### src/rtl/demod_scan_pkg.sv
// demod_scan_pkg
// Shared definitions for the demodulator channel-scan controller:
//   - scan FSM state encoding (legacy-compatible logic [2:0] constants)
//   - default SETTLE / AVG_LOG2 values
//   - acc_width(): width of the magnitude accumulator
package demod_scan_pkg;

    localparam int PHASE_WIDTH_DEF  = 32;
    localparam int OUTPUT_WIDTH_DEF = 24;
    localparam int SETTLE_DEF       = 64;
    localparam int AVG_LOG2_DEF     = 4;

    localparam logic [2:0] ST_IDLE    = 3'd0;
    localparam logic [2:0] ST_TUNE    = 3'd1;
    localparam logic [2:0] ST_MEASURE = 3'd2;
    localparam logic [2:0] ST_DECIDE  = 3'd3;
    localparam logic [2:0] ST_LOCK    = 3'd4;
    localparam logic [2:0] ST_DONE    = 3'd5;

    // Accumulator must hold 2^avg_log2 full-scale magnitudes without overflow.
    function automatic int acc_width(input int out_w, input int avg_log2);
        return out_w + avg_log2;
    endfunction

endpackage

### src/rtl/demod_scan_ctrl_if.sv
// demod_scan_ctrl_if
// Control/status and demodulator-side signals of the scan controller.
//   master : scan requester + demodulator model (drives start/stop/band/threshold/am_*)
//   slave  : demod_scan_ctrl (drives Fre_word/level/busy/locked/done)
interface demod_scan_ctrl_if #(
    parameter int PHASE_WIDTH  = 32,
    parameter int OUTPUT_WIDTH = 24
) ();
    logic                    start;
    logic                    stop;
    logic [PHASE_WIDTH-1:0]  f_start;
    logic [PHASE_WIDTH-1:0]  f_stop;
    logic [PHASE_WIDTH-1:0]  f_step;
    logic [OUTPUT_WIDTH-1:0] threshold;
    logic                    am_valid;
    logic [OUTPUT_WIDTH-1:0] am_in;
    logic [PHASE_WIDTH-1:0]  Fre_word;
    logic [OUTPUT_WIDTH-1:0] level;
    logic                    busy;
    logic                    locked;
    logic                    done;

    modport master (
        output start, stop, f_start, f_stop, f_step, threshold, am_valid, am_in,
        input  Fre_word, level, busy, locked, done
    );

    modport slave (
        input  start, stop, f_start, f_stop, f_step, threshold, am_valid, am_in,
        output Fre_word, level, busy, locked, done
    );
endinterface

### src/rtl/scan_level_avg.sv
// scan_level_avg
// Averages 2^AVG_LOG2 AM magnitude samples.
//   clk_in, RST  : clock, async active-high reset
//   clear        : drop any partial window (priority over am_valid)
//   am_valid     : sample strobe, am_in accumulated when high
//   window_done  : one-cycle pulse after the last sample of a window
//   average      : truncated mean of the last completed window (held)
module scan_level_avg
    import demod_scan_pkg::*;
#(
    parameter int OUTPUT_WIDTH = OUTPUT_WIDTH_DEF,
    parameter int AVG_LOG2     = AVG_LOG2_DEF
) (
    input  logic                    clk_in,
    input  logic                    RST,
    input  logic                    clear,
    input  logic                    am_valid,
    input  logic [OUTPUT_WIDTH-1:0] am_in,
    output logic                    window_done,
    output logic [OUTPUT_WIDTH-1:0] average
);
    localparam int ACC_W = acc_width(OUTPUT_WIDTH, AVG_LOG2);
    localparam int CNT_W = AVG_LOG2 + 1;
    localparam logic [CNT_W-1:0] LAST_IDX = CNT_W'((1 << AVG_LOG2) - 1);

    logic [ACC_W-1:0]        acc_r;
    logic [CNT_W-1:0]        cnt_r;
    logic                    done_r;
    logic [OUTPUT_WIDTH-1:0] avg_r;
    logic [ACC_W-1:0]        sum_s;

    assign sum_s = acc_r + ACC_W'(am_in);

    // Window accumulator, sample counter and averaged result
    always_ff @(posedge clk_in or posedge RST) begin
        if (RST) begin
            acc_r  <= '0;
            cnt_r  <= '0;
            done_r <= 1'b0;
            avg_r  <= '0;
        end else if (clear) begin
            acc_r  <= '0;
            cnt_r  <= '0;
            done_r <= 1'b0;
        end else if (am_valid) begin
            if (cnt_r == LAST_IDX) begin
                // The closing sample is folded in directly; acc restarts for the next window.
                avg_r  <= OUTPUT_WIDTH'(sum_s >> AVG_LOG2);
                acc_r  <= '0;
                cnt_r  <= '0;
                done_r <= 1'b1;
            end else begin
                acc_r  <= sum_s;
                cnt_r  <= cnt_r + CNT_W'(1);
                done_r <= 1'b0;
            end
        end else begin
            done_r <= 1'b0;
        end
    end

    assign window_done = done_r;
    assign average     = avg_r;

endmodule

### src/rtl/demod_scan_ctrl.sv
// demod_scan_ctrl
// Channel-scan controller for the IQ demodulator. Steps Fre_word from f_start
// to f_stop by f_step, discards SETTLE samples after each retune, averages
// 2^AVG_LOG2 magnitude samples and locks on the first channel whose average
// reaches threshold.
//   clk_in, RST : clock, async active-high reset
//   bus (slave) : start/stop pulses, band (f_start/f_stop/f_step, captured at
//                 start), live threshold, am_valid/am_in from the demodulator;
//                 Fre_word, level, busy, locked, done outputs (all registered)
// Optional feature macro: SCAN_AUTO_RESUME_EN -- keep measuring while locked
// and resume the scan after two consecutive below-threshold windows.
module demod_scan_ctrl
    import demod_scan_pkg::*;
#(
    parameter int PHASE_WIDTH  = PHASE_WIDTH_DEF,
    parameter int OUTPUT_WIDTH = OUTPUT_WIDTH_DEF,
    parameter int SETTLE       = SETTLE_DEF,
    parameter int AVG_LOG2     = AVG_LOG2_DEF
) (
    input  logic             clk_in,
    input  logic             RST,
    demod_scan_ctrl_if.slave bus
);
    localparam int SET_W = $clog2(SETTLE + 1);
    localparam logic [SET_W-1:0] SETTLE_LAST = SET_W'(SETTLE - 1);

    logic [2:0]              state_r, state_nx_s;
    logic [PHASE_WIDTH-1:0]  fre_word_r, fre_word_nx_s;
    logic [PHASE_WIDTH-1:0]  f_stop_r, f_stop_nx_s;
    logic [PHASE_WIDTH-1:0]  f_step_r, f_step_nx_s;
    logic [OUTPUT_WIDTH-1:0] level_r, level_nx_s;
    logic [SET_W-1:0]        settle_cnt_r, settle_cnt_nx_s;
    logic                    busy_r, locked_r, done_r;
`ifdef SCAN_AUTO_RESUME_EN
    logic                    low_seen_r, low_seen_nx_s;
`endif

    logic                    start_ok_s;
    logic [PHASE_WIDTH:0]    next_sum_s;
    logic                    band_end_s;
    logic                    meas_s;
    logic                    avg_clear_s;
    logic                    avg_valid_s;
    logic                    window_done_s;
    logic [OUTPUT_WIDTH-1:0] avg_s;

    assign start_ok_s = bus.start && !bus.stop &&
                        ((state_r == ST_IDLE) || (state_r == ST_LOCK) || (state_r == ST_DONE));

    // One extra bit catches wrap-around past the top of the frequency range.
    assign next_sum_s = {1'b0, fre_word_r} + {1'b0, f_step_r};
    assign band_end_s = next_sum_s[PHASE_WIDTH] ||
                        (next_sum_s[PHASE_WIDTH-1:0] > f_stop_r) ||
                        (f_step_r == '0);

`ifdef SCAN_AUTO_RESUME_EN
    assign meas_s = (state_r == ST_MEASURE) || (state_r == ST_LOCK);
`else
    assign meas_s = (state_r == ST_MEASURE);
`endif
    // Averager is held empty whenever it is not measuring, so every window starts clean.
    assign avg_clear_s = !meas_s;
    assign avg_valid_s = bus.am_valid && meas_s;

    scan_level_avg #(
        .OUTPUT_WIDTH (OUTPUT_WIDTH),
        .AVG_LOG2     (AVG_LOG2)
    ) u_avg (
        .clk_in      (clk_in),
        .RST         (RST),
        .clear       (avg_clear_s),
        .am_valid    (avg_valid_s),
        .am_in       (bus.am_in),
        .window_done (window_done_s),
        .average     (avg_s)
    );

    // Next-state and datapath decisions of the scan FSM
    always_comb begin
        state_nx_s      = state_r;
        fre_word_nx_s   = fre_word_r;
        f_stop_nx_s     = f_stop_r;
        f_step_nx_s     = f_step_r;
        level_nx_s      = level_r;
        settle_cnt_nx_s = settle_cnt_r;
`ifdef SCAN_AUTO_RESUME_EN
        low_seen_nx_s   = low_seen_r;
`endif
        if (bus.stop) begin
            state_nx_s      = ST_IDLE;
            settle_cnt_nx_s = '0;
        end else if (start_ok_s) begin
            state_nx_s      = ST_TUNE;
            fre_word_nx_s   = bus.f_start;
            f_stop_nx_s     = bus.f_stop;
            f_step_nx_s     = bus.f_step;
            settle_cnt_nx_s = '0;
        end else begin
            case (state_r)
                ST_TUNE: begin
                    if (bus.am_valid) begin
                        if (settle_cnt_r == SETTLE_LAST) begin
                            settle_cnt_nx_s = '0;
                            state_nx_s      = ST_MEASURE;
                        end else begin
                            settle_cnt_nx_s = settle_cnt_r + SET_W'(1);
                        end
                    end else begin
                        settle_cnt_nx_s = settle_cnt_r;
                    end
                end
                ST_MEASURE: begin
                    if (window_done_s) begin
                        state_nx_s = ST_DECIDE;
                    end else begin
                        state_nx_s = state_r;
                    end
                end
                ST_DECIDE: begin
                    level_nx_s = avg_s;
                    if (avg_s >= bus.threshold) begin
                        state_nx_s    = ST_LOCK;
`ifdef SCAN_AUTO_RESUME_EN
                        low_seen_nx_s = 1'b0;
`endif
                    end else if (band_end_s) begin
                        state_nx_s = ST_DONE;
                    end else begin
                        fre_word_nx_s   = next_sum_s[PHASE_WIDTH-1:0];
                        settle_cnt_nx_s = '0;
                        state_nx_s      = ST_TUNE;
                    end
                end
                ST_LOCK: begin
`ifdef SCAN_AUTO_RESUME_EN
                    if (window_done_s) begin
                        level_nx_s = avg_s;
                        if (avg_s < bus.threshold) begin
                            if (low_seen_r) begin
                                low_seen_nx_s = 1'b0;
                                if (band_end_s) begin
                                    state_nx_s = ST_DONE;
                                end else begin
                                    fre_word_nx_s   = next_sum_s[PHASE_WIDTH-1:0];
                                    settle_cnt_nx_s = '0;
                                    state_nx_s      = ST_TUNE;
                                end
                            end else begin
                                low_seen_nx_s = 1'b1;
                            end
                        end else begin
                            low_seen_nx_s = 1'b0;
                        end
                    end else begin
                        state_nx_s = state_r;
                    end
`else
                    state_nx_s = state_r;
`endif
                end
                ST_IDLE, ST_DONE: begin
                    state_nx_s = state_r;
                end
                default: begin
                    state_nx_s = ST_IDLE;
                end
            endcase
        end
    end

    // FSM, datapath and registered status outputs
    always_ff @(posedge clk_in or posedge RST) begin
        if (RST) begin
            state_r      <= ST_IDLE;
            fre_word_r   <= '0;
            f_stop_r     <= '0;
            f_step_r     <= '0;
            level_r      <= '0;
            settle_cnt_r <= '0;
            busy_r       <= 1'b0;
            locked_r     <= 1'b0;
            done_r       <= 1'b0;
`ifdef SCAN_AUTO_RESUME_EN
            low_seen_r   <= 1'b0;
`endif
        end else begin
            state_r      <= state_nx_s;
            fre_word_r   <= fre_word_nx_s;
            f_stop_r     <= f_stop_nx_s;
            f_step_r     <= f_step_nx_s;
            level_r      <= level_nx_s;
            settle_cnt_r <= settle_cnt_nx_s;
            busy_r       <= (state_nx_s == ST_TUNE) || (state_nx_s == ST_MEASURE) ||
                            (state_nx_s == ST_DECIDE);
            locked_r     <= (state_nx_s == ST_LOCK);
            done_r       <= (state_nx_s == ST_DONE);
`ifdef SCAN_AUTO_RESUME_EN
            low_seen_r   <= low_seen_nx_s;
`endif
        end
    end

    assign bus.Fre_word = fre_word_r;
    assign bus.level    = level_r;
    assign bus.busy     = busy_r;
    assign bus.locked   = locked_r;
    assign bus.done     = done_r;

endmodule

### src/flat_wrapper.sv
// flat-port wrapper written by rule: the top's interface ports become plain ports
module demod_scan_ctrl_flat import demod_scan_pkg::*;
#(
    parameter int PHASE_WIDTH  = PHASE_WIDTH_DEF,
    parameter int OUTPUT_WIDTH = OUTPUT_WIDTH_DEF,
    parameter int SETTLE       = SETTLE_DEF,
    parameter int AVG_LOG2     = AVG_LOG2_DEF
)
  (clk_in, RST, bus_start, bus_stop, bus_f_start, bus_f_stop, bus_f_step, bus_threshold, bus_am_valid, bus_am_in, bus_Fre_word, bus_level, bus_busy, bus_locked, bus_done);
  demod_scan_ctrl_if #(.PHASE_WIDTH(PHASE_WIDTH), .OUTPUT_WIDTH(OUTPUT_WIDTH)) bus_i ();
  input  logic clk_in;
  input  logic RST;
  input wire logic [$bits(bus_i.start)-1:0] bus_start;
  input wire logic [$bits(bus_i.stop)-1:0] bus_stop;
  input wire logic [$bits(bus_i.f_start)-1:0] bus_f_start;
  input wire logic [$bits(bus_i.f_stop)-1:0] bus_f_stop;
  input wire logic [$bits(bus_i.f_step)-1:0] bus_f_step;
  input wire logic [$bits(bus_i.threshold)-1:0] bus_threshold;
  input wire logic [$bits(bus_i.am_valid)-1:0] bus_am_valid;
  input wire logic [$bits(bus_i.am_in)-1:0] bus_am_in;
  output wire logic [$bits(bus_i.Fre_word)-1:0] bus_Fre_word;
  output wire logic [$bits(bus_i.level)-1:0] bus_level;
  output wire logic [$bits(bus_i.busy)-1:0] bus_busy;
  output wire logic [$bits(bus_i.locked)-1:0] bus_locked;
  output wire logic [$bits(bus_i.done)-1:0] bus_done;
  assign bus_i.start = bus_start;
  assign bus_i.stop = bus_stop;
  assign bus_i.f_start = bus_f_start;
  assign bus_i.f_stop = bus_f_stop;
  assign bus_i.f_step = bus_f_step;
  assign bus_i.threshold = bus_threshold;
  assign bus_i.am_valid = bus_am_valid;
  assign bus_i.am_in = bus_am_in;
  assign bus_Fre_word = bus_i.Fre_word;
  assign bus_level = bus_i.level;
  assign bus_busy = bus_i.busy;
  assign bus_locked = bus_i.locked;
  assign bus_done = bus_i.done;
  demod_scan_ctrl #(.PHASE_WIDTH(PHASE_WIDTH), .OUTPUT_WIDTH(OUTPUT_WIDTH), .SETTLE(SETTLE), .AVG_LOG2(AVG_LOG2)) u_core (.clk_in(clk_in), .RST(RST), .bus(bus_i));
endmodule
### config.mk
export PLATFORM = sky130hd
export DESIGN_NAME = demod_scan_ctrl_flat
export DESIGN_NICKNAME = d
export VERILOG_FILES = /design/src/rtl/demod_scan_pkg.sv /design/src/rtl/demod_scan_ctrl_if.sv /design/src/rtl/scan_level_avg.sv /design/src/rtl/demod_scan_ctrl.sv /design/src/flat_wrapper.sv
export SDC_FILE = /design/constraint.sdc
export NUM_CORES = 1
export LEC_CHECK = 0
export CORE_ASPECT_RATIO = 0.6
export CORE_UTILIZATION = 49
export CTS_CLUSTER_SIZE = 30
export DETAILED_ROUTE_END_ITERATION = 12
export PLACE_DENSITY = 0.88
export SYNTH_ARGS = -nofsm -noshare
export SYNTH_HDL_FRONTEND = slang
export SYNTH_SLANG_ARGS = --single-unit
### constraint.sdc
create_clock -name clk_in -period 5.5 [get_ports clk_in]
set_clock_uncertainty 0.1 [all_clocks]
set_input_delay 0.55 -clock clk_in [delete_from_list [all_inputs] [get_ports clk_in]]
set_output_delay 0.55 -clock clk_in [all_outputs]
set_load 0.02 [all_outputs]
### Word-level counts from Yosys, hierarchy flattened

Index checks and enable logic that the tools add are counted.

* flip-flop bits (word level): 191
* input bits: 149
* output and inout port bits: 59
* word-level logic and storage cells: 87

* add/subtract/negate cells: 4
* $lt $le $gt $ge: 2
* equality and inequality tests: 18
* muxes and demuxes: 28
* bitwise operators: 2
* reduce and logical (&&, ||, !) cells: 20

Operator list (number)
* $mux 32: 4
* $mux 28: 3
* $mux 7: 6
* $add 32x32->33: 1
* $gt 32x32->1: 1
* $logic_not 32->1: 1
* $add 28x24->28: 1
* $ge 24x24->1: 1
* $mux 3: 7
* $mux 5: 3
* $pmux 7 s2: 1
* $eq 3x2->1 const B: 4
* $eq 3x3->1 const B: 4
* $ne 4x3->1 const B: 3
* $pmux 3 s4: 1
* $reduce_and 4->1: 2
* $add 7x1->7 const B: 1
* $eq 7x6->1 const B: 1
* $eq 3x1->1 const B: 2
* $logic_or 1x1->1: 6
* $reduce_and 3->1: 2
* $add 5x1->5 const B: 1
* $eq 5x4->1 const B: 1
* $ne 2x1->1 const B: 2
* other kinds (10): 15

### Logic depth before layout (Yosys ltp)

Gate-level depths: netlist (run 1).

* depth in word-level cells: 12
* depth in mapped cells: 24
* mapped depth without buffers: 23

### By module

Synthesis (run 1) repeated with hierarchy kept, for this count alone.

* cell total of the unflattened synthesis: 1297
* area, all modules: 11967.7 um^2

Modules (own cells, without submodules)
* demod_scan_ctrl: times used 1, cells an instance 926, area an instance 8461.9 um^2, seq. area each 3328.2 um^2
* scan_level_avg: times used 1, cells an instance 371, area an instance 3505.9 um^2, seq. area each 1451.4 um^2

### Worst setup path after synthesis (run 1)

No wires, ideal clock.

* path type: register -> register
* start: reg u_core.fre_word_r[8] (netlist: u_core.bus.Fre_word[8])
* end: reg u_core.settle_cnt_r[4]
* setup time: 0.078 ns
* arrival time: 4.922 ns
* required time: 5.322 ns
* path slack: 0.400 ns
* stages on the path, launching flop included: 22
* path buffers: 0
* clock period less this slack: 5.100 ns
* path through: dfrtp_1 > ha_1 > a21o_1 > a21oi_1 > o21ai_0 > a211o_1 > o41ai_1 > o21ai_0 > a221oi_1 > nor2b_1 > xnor2_1 > ha_1 > and4_1 > nand4_1 > nor2_2 > nor2_1 > a2111oi_4 > o21ai_2 > nor3_2 > o21ai_2 > or4_1 > a21oi_1

* longest elaborated chain between the ends: 6

RTL lines
* start, declared: line demod_scan_ctrl.sv:28 `logic [PHASE_WIDTH-1:0] fre_word_r, fre_word_nx_s;`
* start signal, assigned: line demod_scan_ctrl.sv:188 `fre_word_r <= fre_word_nx_s;`
* $add 32x32->33 (*): line demod_scan_ctrl.sv:51 `assign next_sum_s = {1'b0, fre_word_r} + {1'b0, f_step_r};`
* $gt 32x32->1: line demod_scan_ctrl.sv:53 `(next_sum_s[PHASE_WIDTH-1:0] > f_stop_r) ||`
* $logic_or 1x1->1 (*): line demod_scan_ctrl.sv:52 `assign band_end_s = next_sum_s[PHASE_WIDTH] ||`
* $logic_or 1x1->1 (*): line demod_scan_ctrl.sv:53
* $ne 4x3->1 (no line) (*)
* $reduce_and 4->1 (no line) (*)
* end signal, assigned: line demod_scan_ctrl.sv:192 `settle_cnt_r <= settle_cnt_nx_s;`
* end, declared: line demod_scan_ctrl.sv:32 `logic [SET_W-1:0] settle_cnt_r, settle_cnt_nx_s;`

Mark *: on every way between the ends. The rest lies on a longest branch, timed or not.
A chain may end at the register's enable or synchronous reset.

### Worst setup path in the final report (run 1)

* start: reg u_core.f_step_r[2]
* end: reg u_core.settle_cnt_r[4]

* longest elaborated chain between the ends: 6
* elaborated cells between the ends (all ways): 7
* those cells by class: add/sub: 1; order compare: 1; eq/ne: 1; reduce/logical: 4

RTL lines
* start, declared: line demod_scan_ctrl.sv:30 `logic [PHASE_WIDTH-1:0] f_step_r, f_step_nx_s;`
* start signal, assigned: line demod_scan_ctrl.sv:190 `f_step_r <= f_step_nx_s;`
* $add 32x32->33: line demod_scan_ctrl.sv:51
* $gt 32x32->1: line demod_scan_ctrl.sv:53
* $logic_or 1x1->1: line demod_scan_ctrl.sv:52
* $logic_or 1x1->1 (*): line demod_scan_ctrl.sv:53
* $ne 4x3->1 (no line) (*)
* $reduce_and 4->1 (no line) (*)

Marks and branches as above.

==> flow_summary_export.csv, run 1 <==
group,metric,value,unit
global_routing,grt_usage,27.7,%
drt,finalWirelength,35200,um
critical_path,max_stage_delay,460,ps
drt,drt_pass1_iterations,6,
synthesis,synth-edff-count,0,
synthesis,synth_cell_types,72,
die,die_y,121,um
critical_path,cp-start-kind,"register",
global_routing,grt_pass1_wl,52600,um
power_and_ir_drop,power.density,344,mW/mm^2
placed_design,dp_hpwl,24800,um
critical_path,cp_max_fo,4,
clock_network,clkSinkCount,191,
sta,setup_tns,0,ps
synthesis,yosysSeqAreaShare,41.2,%
cells_and_area,drive_gt1_share,12.4,%
drt,viasPerCell,5.86,
critical_path,worstPathCellList,"ha_4 > o211ai_1 > o211a_1 > o21ai_2 > a211o_1 > o41ai_4 > o21ai_2 > a221oi_2 > nor2b_4 > xnor2_1 > ha_1 > and4_4 > nand4_1 > nor2_4 > nor2_1 > a2111oi_4 > o21ai_2 > buf_4 > nor3_2 > o21ai_2 > or4_1 > a21oi_1",
clock_network,cts_hold_buffers,0,
cells_and_area,nets,1740,
sta,maxSlewHeadroom,24.0,%
global_routing,grt_pass1_vias,9947,
global_routing,grt_max_degree,192,
drt,vias,10600,
clock_network,h-tree-depth,4,
drt,post_drt_wl_per_cell,19.5,um
die,dieWidth,201,um
clock_network,cts_buffer_depth,2,
sta,whs,392,ps
die,coreArea,0.0232,mm^2
placed_design,dp_cells,1744,
sta,hold_viol,0,
hold_path,worst_hold_path_type,"register to register",
placed_design,io_buffers,207,
critical_path,crit_arrival,5760,ps
cells_and_area,area_delta_synth_final,31.3,%
run,drv_cap,0,
cells_and_area,final_cells,1805,
synthesis,netlist_area,0.0116,mm^2
critical_path,path_common_cell,"o21ai_2",
synthesis,syn_inst,1247,
synthesis,yosys_warnings,0,
power_and_ir_drop,p_leak,7.22,nW
cells_and_area,fin_util,65.7,%
sta,worst_pin_slew,1140,ps
power_and_ir_drop,peakVddDrop,0.243,mV
clock_network,cts.clk_slew.worst_paths,70,ps
drt,route.detailed.drc,0,
sta,fmax,0.182,GHz
drt,drtAntennaViolNets,0,
global_routing,antenna_found_initial,2,
sta,min_period,5500,ps
clock_network,cts_buffers,17,
clock_network,clk_latency,450,ps
synthesis,ys_top_cells_by_area,"dfrtp_1 41%, ha_1 12%, nand2_1 7.1%",
die,initial_utilization,50.1,%
placed_design,place_congestion,0.927,
status,outcome,"finished clean",
global_routing,grt-ovfl-total,0,
critical_path,crit_type,"register to register",
drt,drt_iter0_drc,914,
synthesis,synth_top_cell_by_area,"dfrtp_1",
die,rows,43,
sta,final_max_slew_viol_count,0,
sta,setup_viol,0,
synthesis,synthFlopType,"dfrtp_1",
clock_network,cts_tree,"built",
synthesis,synth-async-reset-ratio,100,%
synthesis,synth_top_cell_area_share,41.2,%
sta,min_period_over_period,100,%
synthesis,ys_seq_elements,191,
synthesis,syn_avg_cell_area,9.31,um^2
critical_path,slowest_stage,"or4_1",
die,dieArea,0.0243,mm^2
synthesis,syn_nets,1512,
die,io_pins,208,
clock_network,clockRootBuffer,"clkbuf_16",
critical_path,worstSetupEndpointType,"register",
critical_path,required,5760,ps
[per-layer routing]
layer | GRT usage (%) | vias to the layer above | routed length (um)
met5 | 0 | - | 0
met4 | 7.25 | 0 | 668
met3 | 6.18 | 62 | 3290
met2 | 39.9 | 503 | 15000
met1 | 41.5 | 5135 | 16300
li1 | - | 4879 | -
[path summary, 6_finish.rpt]
kind	start	end	slack [ps]	depth (start not counted)
worst min-delay path	u_core.u_avg.acc_r[3]$_DFFE_PP0P_	u_core.u_avg.acc_r[3]$_DFFE_PP0P_	390	2
worst max-delay path	u_core.f_step_r[2]$_DFFE_PP0P_	u_core.settle_cnt_r[4]$_DFFE_PP0P_	3	22
max in group asynchronous	RST	u_core.f_stop_r[14]$_DFFE_PP0P_	3840	3
min in group asynchronous	RST	u_core.bus.level[12]$_DFFE_PP0P_	640	3
worst min register to register	u_core.u_avg.acc_r[3]$_DFFE_PP0P_	u_core.u_avg.acc_r[3]$_DFFE_PP0P_	390	2
worst max register to register	u_core.f_step_r[2]$_DFFE_PP0P_	u_core.settle_cnt_r[4]$_DFFE_PP0P_	3	22
[report_power, final]
| group | leakage [nW] | switching (W) | internal [W] | total (W) |
|---|---|---|---|---|
| Clock | 0.284 | 0.000599 | 0.000640 | 0.00124 |
| Sequential | 2.47 | 0.000126 | 0.00154 | 0.00167 |
| Combinational | 4.46 | 0.00130 | 0.00104 | 0.00234 |
| Total | 7.22 | 0.00203 | 0.00322 | 0.00525 |
[critical path, delay by kind of cell, from the launching register on]
| kind | cells | cell delay (ps) |
|---|---|---|
| AO/OA/AOI/OAI | 11 | 2440 |
| AND/OR/NAND/NOR | 7 | 1580 |
| adder cells (fa/ha/maj) | 2 | 610 |
| flip-flops | 1 | 430 |
| buffers and inverters | 1 | 150 |
| XOR/XNOR | 1 | 80 |
[area by class of cell]
type / instances / area [um^2]
Antenna cell: 2 / 5.00
Fill cell: 1776 / 7940
Clock buffer: 17 / 425
Sequential cell: 191 / 4780
Inverter: 85 / 325
Clock inverter: 15 / 151
Multi-Input combinational cell: 928 / 6640
Timing Repair Buffer: 252 / 2520
Tap cell: 315 / 394
[synth_stat cells (all sizes together), types with 23 or more instances]
| cell type | instances |
|---|---|
| nand2 | 221 |
| dfrtp | 191 |
| ha | 114 |
| inv | 85 |
| o21ai | 81 |
| a21oi | 77 |
| nor2 | 53 |
| xnor2 | 36 |
| a21o | 31 |
| clkbuf | 30 |
| mux2 | 29 |
| nand2b | 26 |
| nand3 | 23 |
[per-stage QoR]
stage,total power [W],setup WS (ps),instance area (um^2)
after detailed placement,0.00361,-49.9,14100
after CTS,0.00489,15.9,14700
after floorplan,0.00295,400,11600
after global placement,0.00352,47.3,14100
final,0.00525,2.67,15200
after global routing,0.00551,-125,15200
[sequential cells by signal (all words and copies together), names as in the netlist]
signal	cells
u_core.bus.Fre_word	32
u_core.bus.busy	1
u_core.bus.done	1
u_core.bus.level	24
u_core.bus.locked	1
u_core.f_step_r	32
u_core.f_stop_r	32
u_core.settle_cnt_r	7
u_core.state_r	3
u_core.u_avg.acc_r	28
u_core.u_avg.average	24
u_core.u_avg.cnt_r	5
u_core.u_avg.window_done	1
[cells in the final DEF, fill, tap and decap left out, types with 13 or more instances in the layout]
cell type	netlist	routed
nand2_1	221	221
clkdlybuf4s50_1	0	207
dfrtp_1	191	191
ha_1	114	107
inv_1	84	83
o21ai_0	76	69
a21oi_1	77	68
nor2_1	52	50
buf_4	3	37
xnor2_1	36	35
a21o_1	31	31
mux2_2	29	29
nand2b_1	26	25
nand3_1	23	23
a22o_1	21	21
clkbuf_16	0	21
o221a_2	19	19
xor2_1	17	16
nand4_1	13	13
[cell families (layout without fill, tap and decap cells)]
kind of cell | count (synthesis) | count (layout) | synth area share (%)
AO/OA/AOI/OAI | 308 | 308 | 18.0
XOR/XNOR | 53 | 53 | 4.00
adder cells (fa/ha/maj) | 116 | 116 | 12.6
buffers and inverters | 128 | 369 | 4.31
flip-flops | 191 | 191 | 41.2
multiplexers | 36 | 36 | 3.42
other | 0 | 2 | 0
AND/OR/NAND/NOR | 415 | 415 | 16.5
[timing repair]
action / in CTS / in global routing
setup endpoints to repair: 36 / 43
pin swaps: 2 / 37
hold endpoints to repair: 0 / 0
setup buffers: 1 / 23
gates cloned: 0 / 4
gates resized for setup: 5 / 58
Power figures use the tool's default switching activity.
==> inputs of run 2 (changes only) <==
CORE_UTILIZATION = 50   (was 49)
PLACE_DENSITY = 0.86   (was 0.88)
clock period = 7 ns   (was 5.5 ns; I/O delays follow)
==> run 2 against run 1 <==
Global-route usage rose by 0.92 points; first-iteration DRC count rose by 9.5%; worst setup slack improved by 660 ps; sequential share of layout area rose by 1.6 points; largest power group unchanged; sequential cell count did not move; register-to-register slack improved by 660 ps; critical path depth fell by 1; wire length fell by 6.5%; largest cell class unchanged; utilization fell by 0.87 points; critical endpoint is now u_core.bus.Fre_word[9]$_DFFE_PP0P_; combinational power fell by 34%.
==> flow_summary_export.csv, run 2 (synthesized netlist as in run 1, its figures left out) <==
group,metric,value,unit
status,outcome,"finished clean",
clock_network,clockRootBuffer,"clkbuf_16",
run,drv_cap,0,
power_and_ir_drop,sw_frac_of_total,37.9,%
clock_network,cts_hold_buffers,0,
sta,fmax,0.158,GHz
clock_network,clk_latency,440,ps
clock_network,cts.repair.resized,0,
drt,vias,10100,
sta,final_max_slew_viol_count,0,
power_and_ir_drop,p_leak,6.90,nW
power_and_ir_drop,power.switching,0.00143,W
clock_network,cts_tree,"built",
critical_path,worstSetupEndpointType,"register",
hold_path,worstHoldStart,"u_core.settle_cnt_r[5]$_DFFE_PP0P_",
hold_path,hold_depth,1,
sta,min_period,6340,ps
critical_path,cp-start-kind,"register",
cells_and_area,layout_commonest_cell,"nand2_1",
clock_network,clkSinkCount,191,
die,coreArea,0.0224,mm^2
critical_path,crit_type,"register to register",
critical_path,timing.rr.end,"u_core.bus.Fre_word[9]$_DFFE_PP0P_",
sta,rsz0062_at_grt,"no",
clock_network,cts.clk_slew.worst_paths,70,ps
power_and_ir_drop,p_seq_share,34.6,%
sta,hold_viol,0,
die,io_pins,208,
sta,min_period_over_period,90.5,%
drt,met3_length,3060,um
cells_and_area,drive_gt1_share,7.37,%
placed_design,place_area,0.0140,mm^2
placed_design,dp_hpwl,24700,um
die,rows,42,
clock_network,h-tree-depth,4,
die,dieWidth,199,um
critical_path,r2r_slack,660,ps
die,die_y,120,um
critical_path,reg2reg_from,"u_core.bus.Fre_word[8]$_DFFE_PP0P_",
critical_path,crit_arrival,6620,ps
cells_and_area,n_fill_cell,1807,
drt,routed-wl-met2,13400,um
cells_and_area,final_cell_mix,"221 x nand2_1, 207 x clkdlybuf4s50_1, 191 x dfrtp_1, 114 x ha_1, 83 x inv_1",
drt,top_layer,"met4",
power_and_ir_drop,internal_power,0.00234,W
hold_path,min_to,"u_core.settle_cnt_r[5]$_DFFE_PP0P_",
global_routing,grt_max_degree,128,
drt,route.detailed.drc,0,
clock_network,cts_setup_buffers,0,
placed_design,place_congestion,0.981,
global_routing,grt_pass1_wl,52400,um
sta,setup_viol,0,
placed_design,io_buffers,207,
sta,worst_pin_slew,1230,ps
global_routing,grt-ovfl-total,0,
sta,maxSlewHeadroom,17.8,%
global_routing,antenna_found_initial,1,
power_and_ir_drop,pwr-share-comb,40.8,%
power_and_ir_drop,peakVddDrop,0.169,mV
power_and_ir_drop,power.density,259,mW/mm^2
critical_path,cp_max_fo,14,
drt,drtAntennaViolNets,0,
drt,drt_iter0_drc,1001,
clock_network,cts_buffers,17,
drt,finalWirelength,32900,um
clock_network,cts_buffer_depth,2,
die,dieArea,0.0239,mm^2
cells_and_area,area_delta_synth_final,25.1,%
critical_path,r2r_cells,21,
drt,viasPerCell,5.72,
hold_path,worst_hold_path_type,"register to register",
sta,setup_tns,0,ps
cells_and_area,nets,1704,
drt,wl_met1,16000,um
global_routing,grt_pass1_vias,9819,
die,initial_utilization,51.9,%
global_routing,grt_usage,28.6,%
power_and_ir_drop,clkPwrFrac,24.6,%
cells_and_area,fin_area,0.0145,mm^2
drt,post_drt_wl_per_cell,18.7,um
sta,whs,395,ps
drt,drt_pass1_iterations,5,
critical_path,required,7280,ps
-- run 2: cell types whose count changed in the layout (fill, tap and decap cells not counted), moves of 3 or more --
cell,previous run,this run
buf_4,37,9
a21oi_1,68,77
a21oi_2,7,0
ha_1,107,114
o21ai_0,69,76
ha_4,6,0
clkbuf_16,21,17
o21ai_1,7,3
a221oi_1,0,3
a221oi_2,3,0
and4_1,3,6
buf_12,3,0
o21ai_2,5,2
-- run 2: how the worst max path moves through the flow --
stage                                       startpoint                                 end  slack [ps]  cells after the start
floorplan                                          RST  u_core.bus.Fre_word[0]$_DFFE_PP0P_        1000                      1
global placement    u_core.bus.Fre_word[8]$_DFFE_PP0P_  u_core.bus.Fre_word[1]$_DFFE_PP0P_        1170                     22
detailed placement  u_core.bus.Fre_word[8]$_DFFE_PP0P_  u_core.bus.Fre_word[5]$_DFFE_PP0P_         880                     22
CTS                 u_core.bus.Fre_word[8]$_DFFE_PP0P_  u_core.bus.Fre_word[5]$_DFFE_PP0P_         830                     21
global route        u_core.bus.Fre_word[8]$_DFFE_PP0P_  u_core.bus.Fre_word[5]$_DFFE_PP0P_         200                     22
finish              u_core.bus.Fre_word[8]$_DFFE_PP0P_  u_core.bus.Fre_word[9]$_DFFE_PP0P_         660                     21
-- run 2: metal layers --
metal | GRT usage (%) | vias to the layer above
met3 | 7.03 | 37
met2 | 39.4 | 403
met5 | 0 | -
met1 | 44.2 | 4832
li1 | - | 4802
met4 | 7.07 | 0
-- run 2: power groups by stage --
stage | sequential [W] | clock, W | combinational [W]
after floorplan | 0.00134 | 0 | 0.000978
after global placement | 0.00131 | 0 | 0.00144
after detailed placement | 0.00132 | 0 | 0.00149
after CTS | 0.00130 | 0.000936 | 0.00151
after global routing | 0.00132 | 0.000986 | 0.00169
final | 0.00131 | 0.000926 | 0.00154
-- run 2: critical path, stage by stage (launching register included) --
cell	delay, ps
dfrtp_1	410
ha_1	390
a21o_1	250
a21oi_1	220
o21ai_0	190
a211o_1	400
o41ai_1	370
o21ai_0	250
a221oi_1	380
nor2b_1	240
xnor2_1	140
ha_1	260
and4_1	240
a221oi_1	360
nor2_1	130
a2111oi_4	310
o21ai_2	140
nor4_4	140
buf_4	300
or2_1	510
buf_4	300
o221a_1	210
-- run 2: final cells by class --
cell class	count	area [um^2]	area share [%]
diodes	1	2.50	0.0172
clock buffers	19	443	3.05
clock inverters	13	101	0.698
inverters	85	327	2.25
multi-input cells	928	6350	43.7
flip-flops and latches	191	4780	32.9
well taps	308	385	2.65
repair buffers	216	2140	14.7
-- run 2: per-stage QoR --
stage               power [W]  utilization, %  setup WS (ps)  cells
floorplan             0.00231               -           1000   1247
global placement      0.00275            62.4           1170   1728
detailed placement    0.00281            62.4            881   1728
CTS                   0.00375            64.9            834   1760
global route          0.00399            64.9            204   1761
finish                0.00377            64.9            663   1761
==> inputs of run 3 (changes only) <==
CAP_MARGIN = 25   (was default)
==> run 3 against run 2 <==
Sequential power is essentially flat; largest cell class unchanged; clock power grew 10%; utilization grew 0.36 points; count of clock-buffer cells in the layout grew 1; worst setup slack lost 38 ps; global-route usage grew 0.17 points; first-iteration DRC count grew 5.8%; via count grew 0.58%; final cell count is essentially flat; die area is the same; non-clock buffer count grew 1; power grew 2.7%.
==> flow_summary_export.csv, run 3 (synthesized netlist as in run 1, its figures left out) <==
group,metric,value,unit
cells_and_area,nets,1705,
drt,route.detailed.drc,0,
drt,vias,10100,
hold_path,worst_hold_path_type,"register to register",
drt,viasPerCell,5.76,
power_and_ir_drop,p_leak,6.93,nW
sta,whs,393,ps
placed_design,place_area,0.0140,mm^2
sta,setup_viol,0,
clock_network,cts.clk_slew.worst_paths,70,ps
cells_and_area,final_cell_mix,"221 x nand2_1, 207 x clkdlybuf4s50_1, 191 x dfrtp_1, 114 x ha_1, 83 x inv_1",
critical_path,reg2reg_from,"u_core.f_step_r[0]$_DFFE_PP0P_",
power_and_ir_drop,power.density,265,mW/mm^2
sta,min_period_over_period,91.1,%
drt,drtAntennaViolNets,0,
clock_network,cts_setup_buffers,0,
critical_path,crit_type,"register to register",
drt,drt_iter0_drc,1059,
die,rows,42,
placed_design,place_congestion,0.981,
sta,fmax,0.157,GHz
cells_and_area,fin_area,0.0146,mm^2
clock_network,clk_latency,440,ps
run,drv_cap,0,
clock_network,cts.repair.resized,0,
placed_design,dp_cells,1729,
cells_and_area,area_delta_synth_final,25.8,%
global_routing,grt_max_degree,128,
critical_path,cp-start-kind,"register",
clock_network,cts_buffers,17,
drt,drt_pass1_iterations,5,
die,coreArea,0.0224,mm^2
power_and_ir_drop,peakVddDrop,0.162,mV
cells_and_area,num_antenna_cells,0,
die,die_y,120,um
sta,setup_tns,0,ps
clock_network,clkSinkCount,191,
placed_design,io_buffers,207,
global_routing,grt_pass1_wl,53000,um
cells_and_area,fin_util,65.2,%
sta,worst_pin_slew,871,ps
clock_network,cts_buffer_depth,2,
global_routing,grt-ovfl-total,0,
hold_path,min_to,"u_core.u_avg.acc_r[3]$_DFFE_PP0P_",
hold_path,worstHoldStart,"u_core.u_avg.acc_r[3]$_DFFE_PP0P_",
sta,min_period,6380,ps
hold_path,hold_depth,2,
sta,hold_viol,0,
die,initial_utilization,51.9,%
die,dieWidth,199,um
critical_path,r2r_slack,620,ps
critical_path,timing.rr.end,"u_core.bus.Fre_word[9]$_DFFE_PP0P_",
global_routing,grt_pass1_vias,9878,
cells_and_area,final_cells,1760,
clock_network,cts_hold_buffers,0,
drt,finalWirelength,33000,um
clock_network,h-tree-depth,4,
status,outcome,"finished clean",
critical_path,worstSetupEndpointType,"register",
sta,final_max_slew_viol_count,0,
critical_path,required,7280,ps
cells_and_area,layout_commonest_cell,"nand2_1",
sta,rsz0062_at_grt,"no",
critical_path,r2r_cells,22,
die,io_pins,208,
placed_design,dp_hpwl,24900,um
global_routing,antenna_found_initial,0,
critical_path,crit_arrival,6650,ps
cells_and_area,drive_gt1_share,7.30,%
clock_network,clockRootBuffer,"clkbuf_16",
die,dieArea,0.0239,mm^2
clock_network,cts_tree,"built",
critical_path,cp_max_fo,14,
sta,maxSlewHeadroom,41.5,%
drt,post_drt_wl_per_cell,18.7,um
global_routing,grt_usage,28.8,%
-- run 3: changes by cell type in the layout (fill, tap and decap cells not counted) --
cell        before  now
diode_2          1    0
bufinv_16        0    3
buf_16           0    1
clkinv_2         3    1
clkbuf_1         1    2
clkinv_4         3    2
clkinvlp_4       1    2
inv_6            6    3
-- run 3: worst max-delay path by stage --
stage / endpoint / from / slack [ps]
finish: u_core.bus.Fre_word[9]$_DFFE_PP0P_ / u_core.f_step_r[0]$_DFFE_PP0P_ / 620
floorplan: u_core.bus.Fre_word[0]$_DFFE_PP0P_ / RST / 1000
global placement: u_core.bus.Fre_word[1]$_DFFE_PP0P_ / u_core.bus.Fre_word[8]$_DFFE_PP0P_ / 1170
CTS: u_core.bus.Fre_word[5]$_DFFE_PP0P_ / u_core.bus.Fre_word[8]$_DFFE_PP0P_ / 840
global route: u_core.bus.Fre_word[9]$_DFFE_PP0P_ / u_core.bus.Fre_word[1]$_DFFE_PP0P_ / 340
detailed placement: u_core.bus.Fre_word[5]$_DFFE_PP0P_ / u_core.bus.Fre_word[8]$_DFFE_PP0P_ / 910
-- run 3: cell type report --
class | instances | area (um^2)
multi-input combinational | 928 | 6350
inverter | 85 | 327
clock inverter | 11 | 154
fill | 1802 | 7780
tap | 308 | 385
clock buffer | 20 | 447
timing repair buffer | 217 | 2170
sequential | 191 | 4780
-- run 3: metrics by stage --
step	power, W	worst slack (ps)
2_1_floorplan	0.00231	1000
3_3_place_gp	0.00275	1170
3_5_place_dp	0.00281	909
4_1_cts	0.00385	839
5_1_grt	0.00409	337
6_report	0.00387	625
-- run 3: power breakdown --
part           switching [W]  internal [W]
Sequential         0.0000929       0.00121
Combinational       0.000884      0.000658
Clock               0.000446      0.000574
Total                0.00142       0.00244
-- run 3: critical path, cell delays in order (launching register included) --
cell and delay (ps):
dfrtp_1 390, ha_1 230, inv_1 80, fa_1 410, nand2b_1 190, a21oi_1 200, a21oi_1 180, o311ai_1 660
a21o_1 290, a311oi_1 150, o21ai_0 250, xor2_1 270, ha_1 300, and4_1 240, a221oi_1 330, nor2_1 130
a2111oi_4 310, o21ai_2 140, nor4_4 140, buf_4 300, or2_1 500, buf_4 310, o221a_1 210
-- run 3: routing by layer --
layer	GRT usage (%)	up-vias	part of all wire, %
li1	-	4795	-
met1	45.5	4886	50
met2	39.5	410	41
met3	5.93	41	8.1
met4	6.68	0	1.4
met5	0	-	0
